==> config.mk <==
export PLATFORM = sky130hd
export DESIGN_NAME = bcd_entry8
export DESIGN_NICKNAME = d
export VERILOG_FILES = /design/src/rtl/bcd_pkg.sv /design/src/rtl/bcd_mac10.sv /design/src/rtl/bcd_entry8.sv
export SDC_FILE = /design/constraint.sdc
export NUM_CORES = 1
export LEC_CHECK = 0
export CELL_PAD_IN_SITES_DETAIL_PLACEMENT = 1
export CELL_PAD_IN_SITES_GLOBAL_PLACEMENT = 1
export CORE_ASPECT_RATIO = 1.75
export CORE_MARGIN = 3
export CORE_UTILIZATION = 35
export DETAILED_ROUTE_END_ITERATION = 10
export HOLD_SLACK_MARGIN = 0.03
export PLACE_DENSITY = 0.78
export SLEW_MARGIN = 0
export SYNTH_ARGS = -nofsm -noshare
export SYNTH_HDL_FRONTEND = slang
export SYNTH_SLANG_ARGS = --single-unit
==> constraint.sdc <==
create_clock -name clk -period 3.2 [get_ports clk]
set_clock_uncertainty 0.1 [all_clocks]
set_input_delay 0.48 -clock clk [delete_from_list [all_inputs] [get_ports clk]]
set_output_delay 0.48 -clock clk [all_outputs]
set_load 0.02 [all_outputs]
==> src/rtl/bcd_pkg.sv <==
// Shared definitions for the 3-digit BCD keypad entry block (bcd_entry8).
package bcd_pkg;

    // Entry controller states.
    typedef enum logic [2:0] {
        IDLE  = 3'd0,
        ACC   = 3'd1,
        PUSH  = 3'd2,
        WAITF = 3'd3,
        ERR   = 3'd4
    } state_e;

    // Most digits one entry may hold.
    localparam logic [1:0] MAX_DIGITS = 2'd3;

    // Largest value that fits the 8-bit result.
    localparam logic [9:0] MAX_VAL = 10'd255;

    // Largest legal BCD digit.
    localparam logic [3:0] MAX_BCD = 4'd9;

endpackage

==> src/rtl/bcd_mac10.sv <==
// Decimal accumulate step: acc_o = acc_i*10 + digit_i, truncated to 10 bits.
// Built from shifts and adds, with no multiplier: (acc<<3) + (acc<<1) + digit.
module bcd_mac10 (
    input  logic [9:0] acc_i,
    input  logic [3:0] digit_i,
    output logic [9:0] acc_o
);

    // Times-eight plus times-two gives times-ten; the digit is added on top.
    always_comb begin
        acc_o = (acc_i << 3) + (acc_i << 1) + {6'd0, digit_i};
    end

endmodule

==> src/rtl/bcd_entry8.sv <==
// bcd_entry8: collects up to three BCD digits, converts them to an 8-bit
// binary value and pushes that value to a downstream stack. The push waits
// while the stack reports full.
// Optional build macro BCD_DIGIT_CHECK_EN: when it is defined, a digit above 9
// sends the entry to ERR. When it is undefined, such a digit is added using its
// plain binary value.
module bcd_entry8
    import bcd_pkg::*;
(
    input  logic       clk,
    input  logic       rst,
    input  logic [3:0] digit,
    input  logic       digit_valid,
    input  logic       enter,
    input  logic       clear,
    input  logic       full,
    output logic [7:0] Dout,
    output logic       push,
    output logic       err,
    output logic       busy,
    output logic [1:0] ndig,
    output logic [3:0] BCD0,
    output logic [3:0] BCD1,
    output logic [3:0] BCD2
);

`ifdef BCD_DIGIT_CHECK_EN
    localparam bit DIGIT_CHECK = 1'b1;
`else
    localparam bit DIGIT_CHECK = 1'b0;
`endif

    state_e      state_q, state_d;
    logic [9:0]  acc_q,   acc_d;
    logic [1:0]  ndig_q,  ndig_d;
    logic [3:0]  bcd0_q,  bcd0_d;
    logic [3:0]  bcd1_q,  bcd1_d;
    logic [3:0]  bcd2_q,  bcd2_d;
    logic [7:0]  dout_q,  dout_d;

    logic [9:0]  acc_next;
    logic        digit_bad;

    bcd_mac10 u_mac (
        .acc_i   (acc_q),
        .digit_i (digit),
        .acc_o   (acc_next)
    );

    assign digit_bad = DIGIT_CHECK && (digit > MAX_BCD);

    // Next-state and datapath update: clear wins, then per-state behaviour.
    always_comb begin
        // NOTE: every *_d gets its hold value first, so no path leaves one unassigned and no latch is inferred.
        state_d = state_q;
        acc_d   = acc_q;
        ndig_d  = ndig_q;
        bcd0_d  = bcd0_q;
        bcd1_d  = bcd1_q;
        bcd2_d  = bcd2_q;
        dout_d  = dout_q;

        if (clear) begin
            state_d = IDLE;
            acc_d   = '0;
            ndig_d  = '0;
            bcd0_d  = '0;
            bcd1_d  = '0;
            bcd2_d  = '0;
        end else begin
            unique case (state_q)
                IDLE: begin
                    // enter is ignored here, so an empty entry pushes nothing.
                    if (digit_valid) begin
                        if (digit_bad) begin
                            state_d = ERR;
                        end else begin
                            acc_d   = acc_next;
                            ndig_d  = 2'd1;
                            bcd2_d  = bcd1_q;
                            bcd1_d  = bcd0_q;
                            bcd0_d  = digit;
                            state_d = ACC;
                        end
                    end
                end
                ACC: begin
                    // enter takes precedence, and a digit in the same cycle is dropped.
                    if (enter) begin
                        if (acc_q > MAX_VAL) begin
                            state_d = ERR;
                        end else begin
                            dout_d  = acc_q[7:0];
                            state_d = full ? WAITF : PUSH;
                        end
                    end else if (digit_valid) begin
                        if (digit_bad) begin
                            state_d = ERR;
                        end else if (ndig_q < MAX_DIGITS) begin
                            acc_d  = acc_next;
                            ndig_d = ndig_q + 2'd1;
                            bcd2_d = bcd1_q;
                            bcd1_d = bcd0_q;
                            bcd0_d = digit;
                        end
                    end
                end
                PUSH: begin
                    // The push strobe lasts this one cycle. The entry is then retired.
                    acc_d   = '0;
                    ndig_d  = '0;
                    bcd0_d  = '0;
                    bcd1_d  = '0;
                    bcd2_d  = '0;
                    state_d = IDLE;
                end
                WAITF: begin
                    if (!full) begin
                        state_d = PUSH;
                    end
                end
                ERR: begin
                    // Only clear (handled above) or reset leaves ERR.
                end
                default: begin
                    state_d = IDLE;
                end
            endcase
        end
    end

    // State and datapath registers, asynchronously cleared by rst low.
    always_ff @(posedge clk or negedge rst) begin
        if (!rst) begin
            state_q <= IDLE;
            acc_q   <= '0;
            ndig_q  <= '0;
            bcd0_q  <= '0;
            bcd1_q  <= '0;
            bcd2_q  <= '0;
            dout_q  <= '0;
        end else begin
            // NOTE: non-blocking assignments make every register take its new value together at the clock edge.
            state_q <= state_d;
            acc_q   <= acc_d;
            ndig_q  <= ndig_d;
            bcd0_q  <= bcd0_d;
            bcd1_q  <= bcd1_d;
            bcd2_q  <= bcd2_d;
            dout_q  <= dout_d;
        end
    end

    // Outputs are decoded straight from registers, so reset clears them at once.
    always_comb begin
        Dout = dout_q;
        push = (state_q == PUSH);
        err  = (state_q == ERR);
        busy = (state_q != IDLE);
        ndig = ndig_q;
        BCD0 = bcd0_q;
        BCD1 = bcd1_q;
        BCD2 = bcd2_q;
    end

endmodule
==> summary.txt, run 1 <==
Status: complete, no violations
Global route total overflow: 0
Met1 Track Usage GR: 20.7%
Maximum vdd drop: 0.268 mV
Top cells by area, synth: dfrtp_1 46%, ha_1 10%, a22o_1 6.2%, mux2_2 3.7%, a21oi_1 3.0%
Total wire length: 4340 um
Core Region: 5020 sq um
Syn avg cell area: 11.3 sq um
CTS Hold Bufs: 0
Worst r2r path cells: 8
Lkg Pwr: 1.10 nW
IO Pins: 35
Pwr/cell area: 877 nW/um^2
Number of buffers created by CTS: 5
Slew HR: 69.6%
Post-synthesis cell area: 1840 sq um
Max Slew Vio Count: 0
Cell row count: 34
Fin nets: 227
Worst reg2reg startpoint: acc_q[0]
Slew @ Worst Pin: 0.456 ns
Post-cts resize count: 0
Reg2reg end: acc_q[9]
Initial Util: 36.6%
DR DRC count: 0
Most frequent cells in the layout: 34 x dfrtp_1, 34 x clkdlybuf4s50_1, 15 x ha_1
Total Routing Usage GR: 15.9%
Synth Net Count: 189
Post-route setup slack: 0.469 ns
WL/cell: 17.0 um
CP Launch Type: primary input
Layout cell share with drive strength beyond 1: 11.4%
Crit Path Max Fanout: 3
Post-Place Cell Area: 2230 sq um
Distinct cells, synth: 37
Post-CTS Setup Inserts: 0
Busiest grt layer: met2
Design area: 2340 sq um
CTS H-tree depth: 2
Drt initial violations: 56
Die height: 102 um
Hpwl dp: 3160 um
Mapped Cells: 162
Met2 Usage GRT: 26.5%
Number of global-route vias before repair: 1,456
Clock slew seen by the registers of the worst setup and hold paths: 0.08 ns
CP Capture Type: register
Register area share after synthesis: 46.4%
Routed Antenna Nets: 0
Die area: 6180 sq um
Diode count: 0
Area growth, synth to finish: 27.5%
Clock sinks: 34
Max clock buf depth: 2
CTS tree: built
Hold WC Path Type: reg2reg
Worst min-delay path endpoint: Dout[3]
Yosys warns: 0
Critical path required time: 3.28 ns
Fmax: 366 MHz
Critical Path Max Stage Delay: 0.53 ns
Synth Register Bits: 34
Max-cap violations: 0
Pre-CTS WS: 0.158 ns
Critical path, cell by cell: clkdlybuf4s50_1, inv_1, fa_1, inv_1, ha_1, a21oi_1, a211oi_1, or3_1, a32o_1
Top cell type's share of synthesized area: 46.4%
Cell Count, Final, Fillers Out: 255
Via density per instance: 5.49
Finish-stage setup viols: 0
Total number of vias: 1,400
Port Buffers: 34
Final Hold Viols: 0
Cell taking the most area after synthesis: dfrtp_1
Initial antenna violation count: 0
Clock latency on the worst-skew pair: 0.29 ns
Clock root buffer: clkbuf_8
Final Critical Period: 2.73 ns
Dpl cells: 247
Critical Path AT: 2.81 ns
Die Wd: 60.7 um
Kind of critical path: in2reg
Pre-antenna DRT Iters: 4
Met3 usage: 2.30%
Slowest-stage cell, CP: fa_1
Gp weighted congestion: 0.752
Worst hold path depth: 1
First-pass GRT wire length: 7510 um
Hold path start: Dout[3]
Largest net degree at the start of global routing: 35
CP most frequent cell: inv_1
Setup_tns: 0 ns
RSZ-0062 raised after global routing: false
Fin crit share: 85.4%
Reg2reg setup slack: 0.67 ns
how the worst max path moves through the flow:
stage                  start  endpoint  slack, ns  depth (start not counted)
finish              digit[3]  acc_q[9]       0.47                          9
detailed placement  digit[3]  acc_q[8]       0.16                          9
floorplan           digit[3]  acc_q[6]       0.71                          7
global route        digit[3]  acc_q[9]       0.29                          9
CTS                 digit[3]  acc_q[8]       0.47                          9
global placement    digit[3]  acc_q[8]       0.20                          9
where the power goes:
| group | switching [mW] | internal (mW) |
|---|---|---|
| Clock | 0.175 | 0.232 |
| Combinational | 0.503 | 0.456 |
| Sequential | 0.135 | 0.552 |
| Total | 0.814 | 1.24 |
final cells by class:
cell class | instances | area [sq um]
Clock buffer | 5 | 68.8
Clock inverter | 3 | 45.0
Fill cell | 552 | 2680
Inverter | 8 | 30.0
Multi-Input combinational cell | 114 | 916
Sequential cell | 34 | 851
Tap cell | 54 | 67.6
Timing Repair Buffer | 37 | 363
cells by family after synthesis:
logic type / count (synthesis) / synth area share, %
compound gates: 50 / 20.0
xor+xnor: 4 / 1.91
fa+ha+maj: 17 / 12.4
buf+inv: 14 / 3.75
flops: 34 / 46.4
mux: 6 / 3.68
simple gates: 37 / 11.9
registers in the layout (all words and copies together) (netlist names):
signal / flops
acc_q: 10
state_q: 3
Dout: 8
BCD0: 3
ndig: 2
BCD1: 4
BCD2: 4
cells in the mapped netlist (all sizes together):
cell type,n
a2111o,1
a211o,2
a211oi,1
a21boi,1
a21o,1
a21oi,11
a22o,13
a311oi,1
a32o,3
a32oi,1
and4,1
buf,6
dfrtp,34
fa,2
ha,15
inv,8
mux2,6
nand2,14
nand2b,4
nand3,3
nand3b,2
nand4,1
nor2,5
nor2b,1
nor3,1
nor4b,1
o211ai,2
o21ai,11
o21ba,1
o31ai,1
or3,3
or4b,1
xnor2,4
metal layers:
| metal | routed length [um] | up-vias | part of all wire, % |
|---|---|---|---|
| met2 | 2270 | 25 | 52 |
| li1 | - | 670 | - |
| met3 | 117 | 5 | 2.7 |
| met5 | 0 | - | 0 |
| met1 | 1870 | 700 | 43 |
| met4 | 76 | 0 | 1.8 |
worst max-delay path, delay by kind of cell:
family,cells,cell delay (ns)
adder cells (fa/ha/maj),2,0.74
buffers and inverters,3,0.58
AO/OA/AOI/OAI,3,0.65
AND/OR/NAND/NOR,1,0.37
through the flow:
step | hold slack [ns] | total power, mW | utilization, %
3_3_place_gp | 0.366 | 1.62 | 44.4
3_5_place_dp | 0.393 | 1.65 | 44.4
4_1_cts | 0.410 | 2.08 | 46.6
6_report | 0.406 | 2.05 | 46.6
5_1_grt | 0.416 | 2.22 | 46.6
2_1_floorplan | 0.0844 | 1.31 | -
No activity file was read; power rests on OpenSTA's default activity.
==> run 2: changes to the inputs <==
CORE_UTILIZATION = 40   (was 35)
PLACE_DENSITY = default   (was 0.78)
PLACE_DENSITY_LB_ADDON = 0.1   (was default)
==> summary.txt, run 2 (synthesis results as in run 1) <==
Status: complete, no violations (unchanged)
IO Pins: 35 (unchanged)
Fillcell total: 494 (was 552)
Largest net degree at the start of global routing: 35 (unchanged)
Crit Path Max Fanout: 3 (unchanged)
Max clock buf depth: 2 (unchanged)
Port Buffers: 34 (unchanged)
DR DRC count: 0 (unchanged)
Reg2reg end: acc_q[8] (was acc_q[9])
Global route total overflow: 0 (unchanged)
Gp weighted congestion: 0.810 (was 0.752)
Dpl cells: 244 (was 247)
CTS H-tree depth: 2 (unchanged)
FF/Latch Area: 851 sq um (unchanged)
Overall Power: 2.13 mW (was 2.05 mW)
Clock slew seen by the registers of the worst setup and hold paths: 0.07 ns (was 0.08 ns)
Die height: 95.6 um (was 102 um)
Number of global-route vias before repair: 1,542 (was 1,456)
Clock sinks: 34 (unchanged)
Cell Count, Final, Fillers Out: 252 (was 255)
Multi-input gate area: 916 sq um (unchanged)
Pre-CTS WS: 0.0962 ns (was 0.158 ns)
Hold WC Path Type: reg2reg (unchanged)
Pre-antenna DRT Iters: 4 (unchanged)
Sw frac: 38.0% (was 39.6%)
Clock power frac: 22.3% (was 19.8%)
Post-Place Cell Area: 2220 sq um (was 2230 sq um)
Fin util: 53.6% (was 46.6%)
Worst hold margin: 0.404 ns (was 0.406 ns)
First-pass GRT wire length: 7470 um (was 7510 um)
Design area: 2360 sq um (was 2340 sq um)
Max reg flops: 10 (unchanged)
Worst reg2reg startpoint: acc_q[0] (unchanged)
WL/cell: 17.5 um (was 17.0 um)
Die area: 5470 sq um (was 6180 sq um)
Critical path required time: 3.26 ns (was 3.28 ns)
Core Region: 4400 sq um (was 5020 sq um)
CTS Hold Bufs: 0 (unchanged)
Final Critical Period: 2.81 ns (was 2.73 ns)
Maximum vdd drop: 0.465 mV (was 0.268 mV)
Critical Path AT: 2.87 ns (was 2.81 ns)
Most frequent cells in the layout: 34 x dfrtp_1, 34 x clkdlybuf4s50_1, 15 x ha_1 (unchanged)
Drt initial violations: 34 (was 56)
Lkg Pwr: 1.12 nW (was 1.10 nW)
Switching pwr: 0.810 mW (was 0.814 mW)
Total Routing Usage GR: 17.6% (was 15.9%)
Worst min-delay path endpoint: Dout[2] (was Dout[3])
Worst r2r path cells: 8 (unchanged)
Post-route setup slack: 0.388 ns (was 0.469 ns)
Fin crit share: 87.9% (was 85.4%)
Total wire length: 4400 um (was 4340 um)
Internal power: 1.32 mW (was 1.24 mW)
Fmax: 356 MHz (was 366 MHz)
Max Slew Vio Count: 0 (unchanged)
RSZ-0062 raised after global routing: false (unchanged)
Slew HR: 69.9% (was 69.6%)
Max-cap violations: 0 (unchanged)
CTS tree: built (unchanged)
Initial antenna violation count: 0 (unchanged)
Sequential Power Share: 32.2% (was 33.5%)
Number of buffers created by CTS: 5 (unchanged)
Setup_tns: 0 ns (unchanged)
Hpwl dp: 3400 um (was 3160 um)
Cell row count: 32 (was 34)
Worst hold path depth: 2 (was 1)
Combinational share of power: 45.5% (was 46.7%)
Kind of critical path: in2reg (unchanged)
Hold path start: Dout[2] (was Dout[3])
Fin nets: 227 (unchanged)
Slew @ Worst Pin: 0.451 ns (was 0.456 ns)
CP Launch Type: primary input (unchanged)
Die Wd: 57.2 um (was 60.7 um)
Pwr/cell area: 902 nW/um^2 (was 877 nW/um^2)
Finish-stage setup viols: 0 (unchanged)
Reg2reg setup slack: 0.65 ns (was 0.67 ns)
Initial Util: 41.7% (was 36.6%)
Post-CTS Setup Inserts: 0 (unchanged)
Post-cts resize count: 0 (unchanged)
Via density per instance: 5.72 (was 5.49)
CP Capture Type: register (unchanged)
Clock latency on the worst-skew pair: 0.28 ns (was 0.29 ns)
Area growth, synth to finish: 28.6% (was 27.5%)
Final Hold Viols: 0 (unchanged)
Layout cell share with drive strength beyond 1: 11.4% (unchanged)
Routed Antenna Nets: 0 (unchanged)
Total number of vias: 1,442 (was 1,400)
Clock root buffer: clkbuf_8 (unchanged)
Most flop-heavy register: acc_q (unchanged)
Diode count: 0 (unchanged)
-- run 2: worst max-delay path by stage --
stage | start | endpoint | slack, ns | depth (start not counted)
after global placement | digit[3] | acc_q[6] | 0.18 | 8
after floorplan | digit[3] | acc_q[6] | 0.71 | 7
final | digit[3] | acc_q[8] | 0.39 | 9
after global routing | digit[3] | acc_q[8] | 0.30 | 9
after detailed placement | digit[3] | acc_q[8] | 0.1 | 9
after CTS | digit[3] | acc_q[8] | 0.39 | 9
-- run 2: power by group through the flow --
stage	Combinational, mW	Sequential, mW	Clock [mW]
after floorplan	0.588	0.727	0
after global placement	0.932	0.687	0
after detailed placement	0.976	0.698	0
after CTS	0.981	0.688	0.489
after global routing	1.07	0.710	0.512
final	0.970	0.685	0.475
-- run 2: layout make-up --
class | instances | area share, %
clock inverters | 3 | 2.91
well taps | 51 | 2.70
repair buffers | 37 | 15.4
flip-flops and latches | 34 | 36.0
inverters | 8 | 1.27
multi-input cells | 114 | 38.8
clock buffers | 5 | 2.91
-- run 2: metal layers --
layer,vias up,part of all wire [%],global-route usage [%],wire length [um]
li1,680,-,-,-
met1,733,39,18.9,1710
met2,22,57,32.9,2490
met3,7,3.2,3.79,140
met4,0,1.4,6.77,63
met5,-,0,0,0
-- run 2: critical path: stages --
cell and delay (ns):
clkdlybuf4s50_1 0.46, inv_1 0.07, fa_1 0.53, inv_1 0.07, fa_1 0.49, a211o_1 0.33, o211ai_1 0.16, a2111o_1 0.19
o211ai_1 0.08
